**config.mk**
```make
export PLATFORM = sky130hd
export DESIGN_NAME = icache_line_fill_flat
export DESIGN_NICKNAME = d
export VERILOG_FILES = /design/src/rtl/icache_line_fill_if.sv /design/src/rtl/icache_line_fill.sv /design/src/flat_wrapper.sv
export SDC_FILE = /design/constraint.sdc
export NUM_CORES = 1
export LEC_CHECK = 0
export CORE_AREA = 2 2 243 245
export CTS_CLUSTER_SIZE = 12
export DETAILED_ROUTE_END_ITERATION = 7
export DIE_AREA = 0 0 245 247
export PLACE_DENSITY = 0.79
export RECOVER_POWER = 25
export SYNTH_ARGS = -nofsm -noshare
export SYNTH_HDL_FRONTEND = slang
export SYNTH_SLANG_ARGS = --single-unit
export TNS_END_PERCENT = 1
```
**constraint.sdc**
```tcl
create_clock -name clk -period 2.05 [get_ports clk]
set_clock_uncertainty 0.2 [all_clocks]
set_input_delay 0.205 -clock clk [delete_from_list [all_inputs] [get_ports clk]]
set_output_delay 0.205 -clock clk [all_outputs]
set_load 0.1 [all_outputs]
```
**src/rtl/icache_line_fill_if.sv**
```systemverilog
// Signal bundle between the refill engine, the instruction cache and the narrow memory bus.
// The slave view belongs to the refill engine. The master view belongs to the environment (cache plus memory).
interface icache_line_fill_if #(
  parameter int LINE_SIZE_BYTES = 64,
  parameter int BUS_WIDTH       = 32,
  parameter int ADDR_WIDTH      = 32
);
  logic                         fill_req;
  logic [ADDR_WIDTH-1:0]        fill_addr;
  logic [LINE_SIZE_BYTES*8-1:0] fill_data;
  logic                         fill_valid;
  logic                         busy;
  logic                         bus_req;
  logic [ADDR_WIDTH-1:0]        bus_addr;
  logic                         bus_ready;
  logic [BUS_WIDTH-1:0]         bus_rdata;
  logic                         bus_rvalid;

  modport slave (
    input  fill_req, fill_addr, bus_ready, bus_rdata, bus_rvalid,
    output fill_data, fill_valid, busy, bus_req, bus_addr
  );

  modport master (
    output fill_req, fill_addr, bus_ready, bus_rdata, bus_rvalid,
    input  fill_data, fill_valid, busy, bus_req, bus_addr
  );
endinterface

```
**src/rtl/icache_line_fill.sv**
```systemverilog
// Cache-line refill engine: issues one single-beat read per bus word and assembles the line.
// It then signals completion with a one-cycle fill_valid pulse.
module icache_line_fill #(
  parameter int LINE_SIZE_BYTES = 64,
  parameter int BUS_WIDTH       = 32,
  parameter int ADDR_WIDTH      = 32
) (
  input logic                clk,
  input logic                rst_n,
  icache_line_fill_if.slave  fill
);
  localparam int BEATS      = LINE_SIZE_BYTES * 8 / BUS_WIDTH;
  localparam int BEAT_BYTES = BUS_WIDTH / 8;
  localparam int BEAT_W     = (BEATS > 1) ? $clog2(BEATS) : 1;

  localparam logic [BEAT_W-1:0]     LAST_BEAT = BEAT_W'(BEATS - 1);
  localparam logic [ADDR_WIDTH-1:0] LINE_MASK = ~ADDR_WIDTH'(LINE_SIZE_BYTES - 1);
  localparam logic [ADDR_WIDTH-1:0] BEAT_STEP = ADDR_WIDTH'(BEAT_BYTES);

  typedef enum logic [1:0] {IDLE, REQ, WAIT, DONE} state_e;

  state_e                              state_q;
  logic [BEAT_W-1:0]                   beat_q;
  logic [ADDR_WIDTH-1:0]               bus_addr_q;
  logic [BEATS-1:0][BUS_WIDTH-1:0]     line_q;
  logic                                bus_req_q;
  logic                                busy_q;
  logic                                fill_valid_q;

  // Outputs are registered alongside the state, so no input reaches an output combinationally.
  // bus_addr_q walks base + beat*BEAT_BYTES and wraps modulo 2^ADDR_WIDTH.
  // NOTE: every state register uses non-blocking assignment so all flops update from pre-edge values.
  always_ff @(posedge clk or negedge rst_n) begin
    if (!rst_n) begin
      state_q      <= IDLE;
      beat_q       <= '0;
      bus_addr_q   <= '0;
      // NOTE: the line buffer is datapath but is still reset so fill_data reads zero after reset.
      line_q       <= '0;
      bus_req_q    <= 1'b0;
      busy_q       <= 1'b0;
      fill_valid_q <= 1'b0;
    end else begin
      unique case (state_q)
        IDLE: begin
          if (fill.fill_req) begin
            bus_addr_q <= fill.fill_addr & LINE_MASK;
            beat_q     <= '0;
            bus_req_q  <= 1'b1;
            busy_q     <= 1'b1;
            state_q    <= REQ;
          end
        end
        REQ: begin
          if (fill.bus_ready) begin
            bus_req_q <= 1'b0;
            state_q   <= WAIT;
          end
        end
        WAIT: begin
          if (fill.bus_rvalid) begin
            line_q[beat_q] <= fill.bus_rdata;
            if (beat_q == LAST_BEAT) begin
              fill_valid_q <= 1'b1;
              state_q      <= DONE;
            end else begin
              beat_q     <= beat_q + 1'b1;
              bus_addr_q <= bus_addr_q + BEAT_STEP;
              bus_req_q  <= 1'b1;
              state_q    <= REQ;
            end
          end
        end
        DONE: begin
          fill_valid_q <= 1'b0;
          busy_q       <= 1'b0;
          state_q      <= IDLE;
        end
        default: state_q <= IDLE;
      endcase
    end
  end

  assign fill.fill_data  = line_q;
  assign fill.fill_valid = fill_valid_q;
  assign fill.busy       = busy_q;
  assign fill.bus_req    = bus_req_q;
  assign fill.bus_addr   = bus_addr_q;
endmodule
```
**src/flat_wrapper.sv**
```systemverilog
// flat-port wrapper written by rule: the top's interface ports become plain ports
module icache_line_fill_flat 
#(
  parameter int LINE_SIZE_BYTES = 64,
  parameter int BUS_WIDTH       = 32,
  parameter int ADDR_WIDTH      = 32
)
  (clk, rst_n, fill_fill_req, fill_fill_addr, fill_bus_ready, fill_bus_rdata, fill_bus_rvalid, fill_fill_data, fill_fill_valid, fill_busy, fill_bus_req, fill_bus_addr);
  icache_line_fill_if #(.LINE_SIZE_BYTES(LINE_SIZE_BYTES), .BUS_WIDTH(BUS_WIDTH), .ADDR_WIDTH(ADDR_WIDTH)) fill_i ();
  input logic clk;
  input logic rst_n;
  input wire logic [$bits(fill_i.fill_req)-1:0] fill_fill_req;
  input wire logic [$bits(fill_i.fill_addr)-1:0] fill_fill_addr;
  input wire logic [$bits(fill_i.bus_ready)-1:0] fill_bus_ready;
  input wire logic [$bits(fill_i.bus_rdata)-1:0] fill_bus_rdata;
  input wire logic [$bits(fill_i.bus_rvalid)-1:0] fill_bus_rvalid;
  output wire logic [$bits(fill_i.fill_data)-1:0] fill_fill_data;
  output wire logic [$bits(fill_i.fill_valid)-1:0] fill_fill_valid;
  output wire logic [$bits(fill_i.busy)-1:0] fill_busy;
  output wire logic [$bits(fill_i.bus_req)-1:0] fill_bus_req;
  output wire logic [$bits(fill_i.bus_addr)-1:0] fill_bus_addr;
  assign fill_i.fill_req = fill_fill_req;
  assign fill_i.fill_addr = fill_fill_addr;
  assign fill_i.bus_ready = fill_bus_ready;
  assign fill_i.bus_rdata = fill_bus_rdata;
  assign fill_i.bus_rvalid = fill_bus_rvalid;
  assign fill_fill_data = fill_i.fill_data;
  assign fill_fill_valid = fill_i.fill_valid;
  assign fill_busy = fill_i.busy;
  assign fill_bus_req = fill_i.bus_req;
  assign fill_bus_addr = fill_i.bus_addr;
  icache_line_fill #(.LINE_SIZE_BYTES(LINE_SIZE_BYTES), .BUS_WIDTH(BUS_WIDTH), .ADDR_WIDTH(ADDR_WIDTH)) u_core (.clk(clk), .rst_n(rst_n), .fill(fill_i));
endmodule
```
Yosys cells after proc, flatten, opt, wreduce, memory -nomap -nowiden
Cells that the tools add are included.

storage, ports and cells
  flip-flop bits (word level) = 553
  input bits = 69
  output and inout bits = 547
  logic and storage cells = 72

operators by class
  add/sub/neg operators = 2
  order comparisons = 2
  eq/ne operators = 9
  mux-type cells = 25
  reduce and logical (&&, ||, !) cells = 12

operators with widths
  operator                 count
  $bwmux W512              1
  $demux W32 S4            1
  $mux W32                 4
  $pmux W32 S2             1
  $add A32 B3 Y32 const B  1
  $mux W4                  3
  $mux W2                  4
  $ne A2 B2 Y1 const B     4
  $pmux W2 S4              1
  $pmux W4 S2              1
  $mux W1                  6
  $reduce_and A3 Y1        2
  $reduce_bool A2 Y1       3
  $lt A4 B5 Y1 const B     1
  $reduce_and A5 Y1        1
  $add A4 B1 Y4 const B    1
  $eq A2 B2 Y1 const B     2
  $eq A4 B4 Y1 const B     1
  $ge A4 B1 Y1 const B     1
  $pmux W1 S2              2
  $reduce_and A2 Y1        2
  $reduce_and A4 Y1        1
  $pmux W1 S3              1
  $reduce_bool A3 Y1       1
  other kinds (4)          4

Logic depth before layout (Yosys ltp)
  depth in word-level cells = 5
  depth in mapped cells = 8
  depth with buffers taken out = 6

Least setup slack after synthesis
No wires, ideal clock.

  path type = reg2reg
  from = register u_core.bus_addr_q[2], in the netlist u_core.fill.bus_addr[2]
  to = register u_core.bus_addr_q[24], in the netlist u_core.fill.bus_addr[24]
  library setup time = 0.079 ns
  arrival time = 2.570 ns
  data required time = 1.771 ns
  setup slack = -0.799 ns
  stages on the path, launching flop included = 8
  buffers on the path = 1
  period minus slack after synthesis = 2.849 ns
  path through = dfrtp_1 ha_1 nand4_4 or4_1 buf_2 o31ai_1 a21oi_1 a21oi_1

on the way
  longest elaborated chain between the ends = 4

ends and longest elaborated chain
  element                   line                    text
  start: declaration        icache_line_fill.sv:24  logic [ADDR_WIDTH-1:0] bus_addr_q;
  start signal: assignment  icache_line_fill.sv:47  bus_addr_q <= fill.fill_addr & LINE_MASK;
  start signal: assignment  icache_line_fill.sv:68  bus_addr_q <= bus_addr_q + BEAT_STEP;
  $add A32 B3 Y32           icache_line_fill.sv:68
  $mux W32                  icache_line_fill.sv:63  if (beat_q == LAST_BEAT) begin
  $mux W32                  icache_line_fill.sv:61  if (fill.bus_rvalid) begin
  $pmux W32 S2              icache_line_fill.sv:44  unique case (state_q)

No other way between the ends. The select of a mux whose other input is x is not followed.
A chain may end at the register's enable or synchronous reset.

Worst setup path after layout
  from = register u_core.beat_q[0]
  to = register u_core.line_q (netlist bit u_core.fill.fill_data[481])

on the way
  longest elaborated chain between the ends = 5
  elaborated cells between the ends (all ways) = 6
  those cells by class = 2 x order compare; 3 x mux; 1 x reduce/logical

ends and longest elaborated chain
  element                                                             line                    text
  start: declaration                                                  icache_line_fill.sv:23  logic [BEAT_W-1:0] beat_q;
  start signal: assignment                                            icache_line_fill.sv:67  beat_q <= beat_q + 1'b1;
  $lt A4 B5 Y1 (not written as such) or $ge A4 B1 Y1 (tied branches)  icache_line_fill.sv:62  line_q[beat_q] <= fill.bus_rdata;
  $logic_and A1 B1 Y1 (not written as such)                           icache_line_fill.sv:62
  $mux W32 (not written as such)                                      icache_line_fill.sv:62
  $demux W32 S4 *                                                     --
  $bwmux W512 *                                                       icache_line_fill.sv:62
  end signal: indexed assignment                                      icache_line_fill.sv:62
  end: declaration                                                    icache_line_fill.sv:25  logic [BEATS-1:0][BUS_WIDTH-1:0] line_q;

Every way passes the cells marked *; elsewhere a longest branch is shown, timed or not.

==> results.yml <==
global_route:
  grt_max_degree: 68
  first_global_vias: 15500
  grtUsageTotal: 0.215
  grt_pass1_wl_um: 98600
  antenna_found_initial: 2
  grt_overflow_total: 0
hold_path:
  hold_class: "in2reg"
  min-delay-start: "fill_fill_addr[12]"
placement:
  dp.cells: 2823
  dp_hpwl_um: 47300
  place_congestion: 0.853
  numPortBuffers: 607
drt:
  vias: 15100
  drtIter0Drc: 761
  post_drt_via_cell_ratio: 5.12
  drc_errors: 0
  wl_per_cell_um: 24.6
  wirelength_um: 72500
  ant_nets: 0
  first_pass_iters: 5
floorplanning:
  initial_core_util: 0.370
  rows: 89
  die_w_um: 245
  core_area_um2: 58200
  dieArea_um2: 60500
  num_io_pins: 616
  die_h_um: 247
cells_and_area:
  antenna_cells: 0
  ff_latch_area_um2: 13900
  drive_above_1_share: 0.632
  utilization: 0.538
  final_cell_mix: "537 x buf_4, 523 x dfrtp_1, 360 x mux2_2"
  nets: 2214
  fin_cells: 2951
  layout_commonest_cell: "buf_4"
  n_fill_cell: 4701
  area_delta_synth_final_pct: 45.4
  multi_input_area_um2: 8030
setup_path:
  critPathRequiredTime_ns: 2.32
  critPathCaptureType: "flip-flop"
  critPathLaunchType: "flip-flop"
  critPathMaxStageDelay_ns: 0.47
  critPathArrivalTime_ns: 2.36
  crit_chain: "ha_4, buf_4, nand3_2, buf_6, nor2_4, buf_12, buf_12, mux2_2"
  crit_start: "u_core.beat_q[0]$_DFFE_PN0P_"
  worstSetupPathType: "reg2reg"
  worst_path_max_delay_cell: "dfrtp_2"
  worstReg2RegStart: "u_core.beat_q[0]$_DFFE_PN0P_"
  crit_fanout: 11
  path_common_cell: "buf_12"
yosys:
  synth_xor_area_frac: 0.00163
  synth_fa_ha_area_frac: 0.00290
  yosysSeqAreaShare: 0.640
  ys_warn_count: 0
  synth_top_family_by_area: "multiplexers"
  synth_cells: 1417
  syn-cell-area_um2: 21500
  synth_compound_area_frac: 0.0249
  synth.ff_latch_count: 551
  synth_edf_count: 0
  async_flop_share: 1.00
  synth_ff_type: "dfrtp_1"
  yosys.area_share.simple: 0.0375
  synthMuxAreaShare: 0.268
  synth.avg_cell_area_um2: 15.2
  synth_cell_types: 55
clocking:
  clock-sinks: 551
  clock_latency_ns: 0.60
  clock_tree.root_cell: "clkbuf_16"
  cts_buffer_depth: 3
  cts_tree: "built"
  cts.clk_slew.worst_paths_ns: 0.06
  htreeDepth: 2
  cts_inserted_buffers: 58
power_and_ir_drop:
  peakVddDrop_v: 0.00106
  p_sw_w: 0.0181
  pwr-share-comb: 0.408
  clockPowerShare: 0.256
  power.static_leakage_nw: 15.9
  p_sw_frac: 0.451
  power_density_nw_per_um2: 1280
  pwr-share-seq: 0.336
  p_int_w: 0.0220
timing:
  fin_crit_sh: 1.02
  slew_headroom: 0.487
  fmax_ghz: 0.480
  drv_slew: 0
  rsz0062_at_grt: "yes"
  layout_setup_ws_ns: -0.0323
  holdWs_ns: 0.0454
  hold_violations: 0
  worst_slew_pin_slew_ns: 0.767
  fin_tns_setup_ns: -0.784
  setup_violations: 63
  period_needed_ns: 2.08
outcome:
  violations: "negative setup slack"
  outcome: "finished with violations"
job:
  drv_cap: 0
-- worst max-delay path, delay by kind of cell (launching register included) --
kind	cells	cell delay [ns]
muxes	1	0.35
buffers and inverters	4	0.56
and+or+nand+nor	2	0.19
adders and majority gates	1	0.18
DFF	1	0.47
-- power by group through the flow --
stage          Combinational [W]  Clock (W)  Sequential, W
2_1_floorplan            0.00236          0         0.0230
3_3_place_gp              0.0160          0         0.0135
5_1_grt                   0.0168     0.0109         0.0136
4_1_cts                   0.0162     0.0105         0.0134
3_5_place_dp              0.0161          0         0.0136
6_report                  0.0163     0.0103         0.0135
-- layout make-up --
cell class              count  share of cell area
well taps                 773              0.0309
clock inverters            16             0.00575
flip-flops and latches    551               0.443
inverters                   9             0.00124
repair buffers            766               0.210
multi-input cells         754               0.256
clock buffers              82              0.0534
-- metrics by stage --
stage	cell area [um^2]	worst slack (ns)	total power, W
2_1_floorplan	21700	-0.180	0.0253
3_3_place_gp	28400	-0.411	0.0295
3_5_place_dp	28400	-0.422	0.0297
4_1_cts	30300	-0.0711	0.0401
5_1_grt	31300	-0.0997	0.0413
6_report	31300	-0.0323	0.0401
-- cells by family after synthesis --
logic type,Yosys count
flip-flops,551
multiplexers,513
AND/OR/NAND/NOR,142
buffers and inverters,113
AO/OA/AOI/OAI,88
adder cells (fa/ha/maj),5
XOR/XNOR,4
other,1
-- path summary, 6_finish.rpt --
check	end	slack, ns	cells after the start
max	u_core.fill.fill_data[481]$_DFFE_PN0P_	-0.03	8
min	u_core.fill.bus_addr[12]$_DFFE_PN0P_	0.05	3
max reg2reg	u_core.fill.fill_data[481]$_DFFE_PN0P_	-0.03	8
min reg2reg	u_core.fill.fill_data[39]$_DFFE_PN0P_	0.29	1
max in group asynchronous	u_core.fill.fill_data[494]$_DFFE_PN0P_	0.19	4
min in group asynchronous	u_core.fill.fill_data[450]$_DFFE_PN0P_	0.49	3
-- cells in the mapped netlist, drive strengths merged (5+ instances only) --
| master | n | area (um^2) |
|---|---|---|
| nor3b | 5 | 37.5 |
| nand2 | 31 | 119 |
| nor3 | 12 | 60.1 |
| a21oi | 31 | 155 |
| nand3 | 24 | 130 |
| clkbuf | 45 | 189 |
| a2bb2oi | 6 | 52.6 |
| ha | 5 | 62.6 |
| nor4 | 5 | 76.3 |
| mux2 | 512 | 5770 |
| nor2 | 31 | 119 |
| dfrtp | 551 | 13800 |
| nand4 | 10 | 98.8 |
| o21ai | 21 | 105 |
| inv | 9 | 33.8 |
| buf | 59 | 318 |
| o22ai | 11 | 68.8 |
-- per-layer routing --
| metal | vias to the layer above | routed length [um] | track usage | part of all wire |
|---|---|---|---|---|
| met3 | 107 | 4500 | 0.0506 | 0.062 |
| met2 | 556 | 36200 | 0.376 | 0.50 |
| met4 | 0 | 1850 | 0.0655 | 0.025 |
| li1 | 6459 | - | - | - |
| met1 | 7989 | 30000 | 0.264 | 0.41 |
| met5 | - | 0 | 0 | 0 |
-- repair_timing --
| item | in CTS | in global routing |
|---|---|---|
| pin swaps | 6 | 12 |
| buffers inserted | 0 | 10 |
| hold buffers | 3 | 0 |
| endpoints found under the setup margin | 475 | 465 |
| endpoints found under the hold margin | 552 | 0 |
| resized for setup | 16 | 200 |
| cloned | 0 | 17 |
-- registers in the layout (all words and copies together) (netlist names) --
signal and flops:
u_core.fill.fill_valid 1, u_core.fill.busy 1, u_core.fill.bus_addr 30, u_core.fill.bus_req 1
u_core.beat_q 4, u_core.state_q 2, u_core.fill.fill_data 512
No activity file was read; power rests on OpenSTA's default activity.
